==> config.mk <==
export PLATFORM = sky130hd
export DESIGN_NAME = cpu_step_ctrl
export DESIGN_NICKNAME = d
export VERILOG_FILES = /design/src/rtl/cpu_step_ctrl.sv
export SDC_FILE = /design/constraint.sdc
export NUM_CORES = 1
export LEC_CHECK = 0
export CORE_MARGIN = 2
export CORE_UTILIZATION = 55
export DETAILED_ROUTE_END_ITERATION = 6
export HOLD_SLACK_MARGIN = 0.03
export PLACE_DENSITY = 0.95
export RECOVER_POWER = 25
export SLEW_MARGIN = 20
export SYNTH_ARGS = -nofsm -noshare
export SYNTH_HDL_FRONTEND = slang
export SYNTH_SLANG_ARGS = --single-unit
==> constraint.sdc <==
create_clock -name clk -period 5.7 [get_ports clk]
set_input_delay 1.14 -clock clk [delete_from_list [all_inputs] [get_ports clk]]
set_output_delay 1.14 -clock clk [all_outputs]
set_load 0.005 [all_outputs]
==> src/rtl/cpu_step_ctrl.sv <==
// cpu_step_ctrl: CPU execution-rate controller driven from the board clock.
//   A prescaler produces a tick every DIV_TERM+1 clocks. In RUN each tick is
//   turned into a one-clock cpu_en strobe used as the CPU clock enable. HALT
//   and single-STEP are selected by debounced KEY presses.
//
// Ports
//   clk, reset        board clock, async active-high reset
//   key_run_n         raw KEY (active low), press toggles RUN/HALT
//   key_step_n        raw KEY (active low), press in HALT runs one instruction
//   pc_in, bp_addr    current PC / breakpoint address (breakpoint build only)
//   bp_valid          breakpoint armed (breakpoint build only)
//   cpu_en            registered one-clock advance strobe
//   running           FSM is in RUN
//   step_count        strobes issued, wraps modulo 2**CNT_W
//   heartbeat         toggles every prescaler tick
//   bp_hit            sticky breakpoint-halt flag
//
// Build option: define CPU_STEP_BREAKPOINT_EN to add the PC breakpoint.
// Without it the breakpoint inputs are ignored and bp_hit is constant 0.
module cpu_step_ctrl #(
  parameter int              DIV_W      = 32,
  parameter logic [DIV_W-1:0] DIV_TERM  = DIV_W'(2**20-1),
  parameter logic [15:0]     DEB_CYCLES = 16'd50000,
  parameter int              CNT_W      = 32,
  parameter int              PC_W       = 32,
  parameter bit              RESET_RUN  = 1'b0
) (
  input  logic             clk,
  input  logic             reset,
  input  logic             key_run_n,
  input  logic             key_step_n,
  input  logic [PC_W-1:0]  pc_in,
  input  logic [PC_W-1:0]  bp_addr,
  input  logic             bp_valid,
  output logic             cpu_en,
  output logic             running,
  output logic [CNT_W-1:0] step_count,
  output logic             heartbeat,
  output logic             bp_hit
);

  typedef enum logic [1:0] {S_HALT, S_RUN, S_STEP} state_t;
  localparam state_t RST_STATE = RESET_RUN ? S_RUN : S_HALT;

  // ---------------- prescaler ----------------
  logic [DIV_W-1:0] div_cnt_q;
  logic             tick;
  logic             hb_q;

  assign tick = (div_cnt_q == DIV_TERM);

  always_ff @(posedge clk or posedge reset) begin
    if (reset) begin
      div_cnt_q <= '0;
      hb_q      <= 1'b0;
    end else begin
      div_cnt_q <= tick ? '0 : div_cnt_q + 1'b1;
      if (tick) hb_q <= ~hb_q;
    end
  end

  // ---------------- key debouncers ----------------
  // Bit 0 = run key, bit 1 = step key.
  logic [1:0]       key_raw;
  logic [1:0]       sync1_q, sync2_q, lvl_q;
  logic [1:0][15:0] deb_cnt_q;
  logic [1:0]       press;

  assign key_raw = {key_step_n, key_run_n};

  always_ff @(posedge clk or posedge reset) begin
    if (reset) begin
      sync1_q   <= 2'b11;
      sync2_q   <= 2'b11;
      lvl_q     <= 2'b11;
      deb_cnt_q <= '0;
    end else begin
      sync1_q <= key_raw;
      sync2_q <= sync1_q;
      for (int k = 0; k < 2; k++) begin
        if (sync2_q[k] != lvl_q[k]) begin
          if (deb_cnt_q[k] == DEB_CYCLES - 16'd1) begin
            lvl_q[k]     <= sync2_q[k];
            deb_cnt_q[k] <= '0;
          end else begin
            deb_cnt_q[k] <= deb_cnt_q[k] + 16'd1;
          end
        end else begin
          // any sample matching the accepted level restarts the count
          deb_cnt_q[k] <= '0;
        end
      end
    end
  end

  // Press fires in the cycle the debounced level is about to fall.
  always_comb begin
    for (int k = 0; k < 2; k++)
      press[k] = lvl_q[k] & ~sync2_q[k] & (deb_cnt_q[k] == DEB_CYCLES - 16'd1);
  end

  logic press_run, press_step;
  assign press_run  = press[0];
  assign press_step = press[1];

  // ---------------- breakpoint compare ----------------
  logic bp_match;
`ifdef CPU_STEP_BREAKPOINT_EN
  logic skip_q;   // first RUN tick after leaving HALT never traps
  logic bp_hit_q;
  state_t state_q;

  assign bp_match = bp_valid && (pc_in == bp_addr) && !skip_q;

  always_ff @(posedge clk or posedge reset) begin
    if (reset) begin
      skip_q   <= 1'b0;
      bp_hit_q <= 1'b0;
    end else begin
      if (state_q == S_HALT) skip_q <= 1'b1;
      else if (tick)         skip_q <= 1'b0;
      if (state_q == S_RUN && !press_run && tick && bp_match) bp_hit_q <= 1'b1;
      else if (press_run)                                     bp_hit_q <= 1'b0;
    end
  end
  assign bp_hit = bp_hit_q;
`else
  logic unused_bp;
  state_t state_q;
  assign unused_bp = bp_valid ^ (^pc_in) ^ (^bp_addr);
  assign bp_match  = 1'b0;
  assign bp_hit    = 1'b0;
`endif

  // ---------------- control FSM ----------------
  state_t           state_d;
  logic             en_d, en_q;
  logic [CNT_W-1:0] step_count_q;

  always_comb begin
    state_d = state_q;
    en_d    = 1'b0;
    case (state_q)
      S_HALT: begin
        if (press_run)       state_d = S_RUN;   // run wins over a same-cycle step
        else if (press_step) state_d = S_STEP;
      end
      S_RUN: begin
        if (press_run)     state_d = S_HALT;   // the halting tick is not strobed
        else if (tick) begin
          if (bp_match)    state_d = S_HALT;
          else             en_d    = 1'b1;
        end
      end
      S_STEP: begin
        // A tick here is the step's strobe; a same-cycle run press keeps it
        // and continues in RUN so the strobe is neither dropped nor repeated.
        if (tick) en_d = 1'b1;
        if (press_run)  state_d = S_RUN;
        else if (tick)  state_d = S_HALT;
      end
      default: state_d = S_HALT;
    endcase
  end

  always_ff @(posedge clk or posedge reset) begin
    if (reset) begin
      state_q      <= RST_STATE;
      en_q         <= 1'b0;
      step_count_q <= '0;
    end else begin
      state_q <= state_d;
      en_q    <= en_d;
      if (en_d) step_count_q <= step_count_q + 1'b1;
    end
  end

  assign cpu_en     = en_q;
  assign running    = (state_q == S_RUN);
  assign step_count = step_count_q;
  assign heartbeat  = hb_q;

endmodule

Word-level counts from Yosys, hierarchy flattened

Index checks and enable logic that the tools add are counted.
Widths: inputs -> output; s select.

Flip-flop bits (word level): 106
Input bits: 69
Output and inout bits: 36
Logic and storage cells: 50

$add $sub $neg: 4
Equal/unequal tests: 10
Multiplexer cells: 14
Bitwise gates (word level): 7
Reduce and logical (&&, ||, !) cells: 4

Operator list:

| kind                  | number |
|---|---|
| $add 32x1->32 const B | 2 |
| $mux 16               | 4 |
| $add 16x1->16 const B | 2 |
| $eq 16x16->1 const B  | 2 |
| $eq 32x20->1 const B  | 1 |
| $mux 32               | 1 |
| $mux 2                | 5 |
| $ne 3x3->1 const B    | 2 |
| $pmux 2 s3            | 1 |
| $and 1x1->1           | 4 |
| $reduce_and 2->1      | 2 |
| $not 1->1             | 3 |
| $reduce_and 3->1      | 1 |
| $eq 2x1->1 const B    | 1 |
| $eq 2x2->1 const B    | 1 |
| $logic_not 2->1       | 1 |
| $mux 1                | 2 |
| $ne 1x1->1            | 2 |
| $ne 2x1->1 const B    | 1 |
| $pmux 1 s2            | 1 |

Depth between registers and ports, before layout

Depth in word-level cells: 6
Depth in mapped cells: 10
Depth with buffers taken out: 8

Worst setup path before layout

No wires, ideal clock.

Path kind: flip-flop to flip-flop
From: reg deb_cnt_q[0] in the netlist's numbering
To: reg step_count_q[22] (netlist: step_count[22])
Library setup time: 0.079 ns
Arrival time: 1.995 ns
Required time: 5.621 ns
Setup slack: 3.626 ns
Cell stages (with the launch flop): 9
Buffers on the path: 1
Clock period less this slack: 2.074 ns
Cell sequence: dfrtp_1 > ha_1 > and3_1 > and4_1 > a21boi_1 > o211ai_4 > buf_6 > nor4_2 > xor2_1

Cells in the longest elaborated chain, start to end: 4

RTL lines:

| item                             | line | source |
|---|---|---|
| start: declaration               | 66   | `logic [1:0][15:0] deb_cnt_q;` |
| start signal: indexed assignment | 86   | `deb_cnt_q[k] <= deb_cnt_q[k] + 16'd1;` |
| $eq 16x16->1                     | 99   | `press[k] = lvl_q[k] & ~sync2_q[k] & (deb_cnt_q[k] == DEB_CYCLES - 16'd1);` |
| $and 1x1->1                      | 99   |  |
| $mux 1                           | 149  | `if (press_run) state_d = S_HALT;` |
| $pmux 1 s2                       | 143  | `case (state_q)` |
| end signal: assignment           | 174  | `if (en_d) step_count_q <= step_count_q + 1'b1;` |
| end: declaration                 | 138  | `logic [CNT_W-1:0] step_count_q;` |

No other way between the ends.
A chain may end at the register's enable or synchronous reset.

==> Implementation_results.wiki <==
{| class="wikitable"
! Metric !! Value
|-
| Critical path endpoint category || async pin
|-
| Fmax || 306 MHz
|-
| Final Setup Violations || 0
|-
| Critical-path maximum fanout || 58
|-
| GP Congestion || about 0.8
|-
| Worst Skew || 0.0132 ns
|-
| Largest vdd supply drop || 0.000119 V
|-
| Ant. Diodes || 0
|-
| Startpoint type of the worst setup path || input pin
|-
| Overall power || 0.00134 W
|-
| Critical-path top delay cell || sky130_fd_sc_hd__clkinvlp_2
|-
| Headroom to the max-slew limit || -41.3%
|-
| HPWL reported at the end of detailed placement || 6.71 mm
|-
| Core Area || approximately 9100 sq um
|-
| Total via count after detailed routing || ~3600
|-
| Hold Path Class || flip-flop to flip-flop
|-
| Violated checks || max-capacitance violations, max-slew violations
|-
| Drt pass-1 iters || 4
|-
| Maximum cell stage delay along the critical path || 1.21 ns
|-
| Die outline area || 10100 sq um
|-
| Net count of the mapped netlist || 561
|-
| Detailed-route wire length per cell || 15.5 um
|-
| Final wirelength || 9.84 mm
|-
| Worst Path Required || 6.13 ns
|-
| Post-route clock period utilization || 57.4%
|-
| Leakage power total || 2.59 nW
|-
| Total power per unit cell area || between 200 and 250 nW/um^2
|-
| Insertion delay to the later sink of the worst-skew pair || about 0.38 ns
|-
| Count of unique library cells instantiated by Yosys || 41
|-
| Status || complete, but fails checks
|-
| Critical path arrival || ~3.7 ns
|-
| Worst Max-Slew Pin Slew || approximately 2.1 ns
|-
| Number of rows created at floorplan || 35
|-
| Post-synthesis sequential area ratio || a little over half
|-
| TritonCTS buffer count || 9
|-
| TritonCTS clock tree || done
|-
| Maximum number of pins on one net before global-route repair || a little under 60
|-
| Die outline height || ~100 um
|-
| Critical-path cell list || dlygate4sd3_1, clkinvlp_2, buf_4
|-
| Detailed-route vias per instance || 5.67
|-
| Ranking of synthesized cells by area || sky130_fd_sc_hd__dfrtp_1 49%, sky130_fd_sc_hd__xor2_1 9.4%, sky130_fd_sc_hd__xnor2_1 5.0%
|-
| Setup repair after global routing missed its margin || false
|-
| Final hold violation count || 0
|-
| Post-route setup TNS || 0 ns
|-
| Effective utilization at floorplan || 56.0%
|-
| Clock-pin slew of the registers on the worst-case setup and hold paths || 0.09 ns
|-
| Port buffer count || 38
|-
| Quantity of hold-fixing buffers added after cts || 0
|-
| Antenna viol nets, final || 0
|-
| Netlist Area Pre-Place || 5100 sq um
|-
| Clock Path Buffers || 2
|-
| Count of clock tree sinks || between 100 and 150
|-
| Mean area per synthesized cell || 10.6 sq um
|-
| Post-route minimum period || 3.27 ns
|-
| Count of state elements after synthesis || 106
|-
| Clock root buffer master || sky130_fd_sc_hd__clkbuf_8
|-
| Post_cts resized || 0
|-
| Die boundary width || 100 um
|-
| P&R area growth vs syn || 13.5%
|-
| Number of synthesis warnings || 0
|-
| Max-slew violation count || 50
|-
| Share of final-layout standard cells stronger than drive strength 1 || 9.75%
|-
| Boundary pin count || about 110
|-
| Antenna violations before repair || 0
|-
| Max-capacitance violation count || 1
|-
| Vias in the first global route || roughly 3600
|-
| Number of instances in the synthesized netlist || 483
|-
| Crit Path Category || input pin to async pin
|-
| Post-CTS setup buffer count || 0
|-
| Synth top area share || between 40% and 50%
|-
| Residual DRC count || 0
|-
| Net total in the final layout || 596
|-
| First-pass GRT wire length || 16.8 mm
|-
| Cell taking the most area after synthesis || sky130_fd_sc_hd__dfrtp_1
|-
| Overall global routing resource usage || 21.0%
|-
| Detailed router's first-iteration violation count || about 230
|-
| Remaining global-route overflow || 0
|-
| H-tree levels || 3
|}
## metrics by stage
step	cell area [sq um]	std cells	utilization, %	worst slack, ns	hold slack (ns)
3_3_place_gp	5550	618	60.9	2.92	0.349
5_1_grt	5790	634	63.6	1.97	0.364
6_report	5790	634	63.6	2.43	0.365
2_1_floorplan	5100	483	-	1.78	0.345
4_1_cts	5790	634	63.6	2.70	0.363
3_5_place_dp	5550	618	60.9	2.72	0.348
## layout make-up
cell class | count | area (sq um)
flip-flops and latches | 106 | 2660
clock inverters | 4 | 98.8
repair buffers | 39 | 388
clock buffers | 12 | 145
inverters | 16 | 61.3
multi-input cells | 346 | 2300
fillers | 644 | 3320
well taps | 111 | 139
## layout by cell type, fill, tap and decap left out, types with 2 or more instances in the layout
cell,netlist,routed
sky130_fd_sc_hd__clkbuf_8,0,10
sky130_fd_sc_hd__clkbuf_1,5,2
sky130_fd_sc_hd__mux2_2,3,3
sky130_fd_sc_hd__xor2_1,55,55
sky130_fd_sc_hd__nor4_2,15,15
sky130_fd_sc_hd__or3_1,2,2
sky130_fd_sc_hd__or4b_2,2,2
sky130_fd_sc_hd__nor4b_1,2,2
sky130_fd_sc_hd__and3_1,9,9
sky130_fd_sc_hd__bufinv_16,0,3
sky130_fd_sc_hd__dfrtp_1,100,100
sky130_fd_sc_hd__nand4_1,20,20
sky130_fd_sc_hd__and4_1,10,10
sky130_fd_sc_hd__o21ai_0,7,7
sky130_fd_sc_hd__dfstp_2,6,6
sky130_fd_sc_hd__inv_1,16,15
sky130_fd_sc_hd__a21oi_1,2,2
sky130_fd_sc_hd__nand2_1,40,40
sky130_fd_sc_hd__dlygate4sd3_1,0,3
sky130_fd_sc_hd__or2_2,6,6
sky130_fd_sc_hd__nor4bb_1,2,2
sky130_fd_sc_hd__xnor2_1,29,29
sky130_fd_sc_hd__nor2_1,66,66
sky130_fd_sc_hd__nor3_1,14,14
sky130_fd_sc_hd__nand3_1,31,31
sky130_fd_sc_hd__nor2b_1,3,3
sky130_fd_sc_hd__clkdlybuf4s50_1,0,35
sky130_fd_sc_hd__and2_1,3,3
sky130_fd_sc_hd__ha_1,9,9
sky130_fd_sc_hd__nor4_1,2,2
sky130_fd_sc_hd__nand2b_1,4,4
## power by group
part	switching (W)	total (W)	internal (W)
registers	0.00000431	0.000762	0.000757
logic	0.0000219	0.0000284	0.00000648
clock network	0.000248	0.000553	0.000305
total	0.000274	0.00134	0.00107
## critical path: cells and delay by family
kind / cells / cell delay, ns
buf+inv: 3 / 2.51
## state kept, by name, summed over array words and instances (netlist names)
| signal | cells |
|---|---|
| cpu_en | 1 |
| deb_cnt_q | 32 |
| div_cnt_q | 32 |
| heartbeat | 1 |
| lvl_q | 2 |
| state_q | 2 |
| step_count | 32 |
| sync1_q | 2 |
| sync2_q | 2 |
## worst paths after layout
check | endpoint | cells after the start | startpoint | slack [ns]
worst max register to register | step_count[27] | 6 | div_cnt_q[21] | 2.69
max in group clk | step_count[27] | 6 | div_cnt_q[21] | 2.69
worst min register to register | sync2_q[0] | 0 | sync1_q[0] | 0.36
min in group asynchronous | div_cnt_q[1] | 2 | reset | 1.76
worst max-delay path | step_count[10] | 3 | reset | 2.43
worst min-delay path | sync2_q[0] | 0 | sync1_q[0] | 0.36
## cell families (layout without fill, tap and decap cells)
group                    count (synthesis)  in the layout  share of synthesized area [%]
AO/OA/AOI/OAI                           15             15                           2.04
XOR/XNOR                                84             84                           14.4
adder cells (fa/ha/maj)                  9              9                           2.21
buffers and inverters                   31             71                           2.77
flip-flops                             106            106                           52.2
multiplexers                             3              3                          0.663
other                                    1              1                         0.0735
AND/OR/NAND/NOR                        234            234                           25.6
## synth_stat cells, drive strengths merged
cell	count
or4b	2
o21ai	7
nand2	40
o211ai	1
nand3b	1
clkbuf	5
nor4bb	2
xor2	55
nand2b	4
and2	3
dfrtp	100
inv	16
mux2	3
nor2b	3
nor4	17
and4	10
a21o	1
a21boi	1
nand4	21
nor3	15
o31ai	1
xnor2	29
or2	6
ha	9
nand3	31
a211oi	1
nor4b	2
and3	9
a21oi	2
conb	1
buf	10
or3	2
dfstp	6
nor2	66
a22oi	1
## routing by layer
layer / wire (um) / vias to the layer above / GRT usage [%]
met1: 4240 / 1793 / 27.0
met4: 187 / 0 / 7.90
met5: 0 / - / 0
met3: 372 / 22 / 5.15
met2: 5040 / 86 / 34.4
li1: - / 1696 / -
Power figures use the tool's default switching activity.
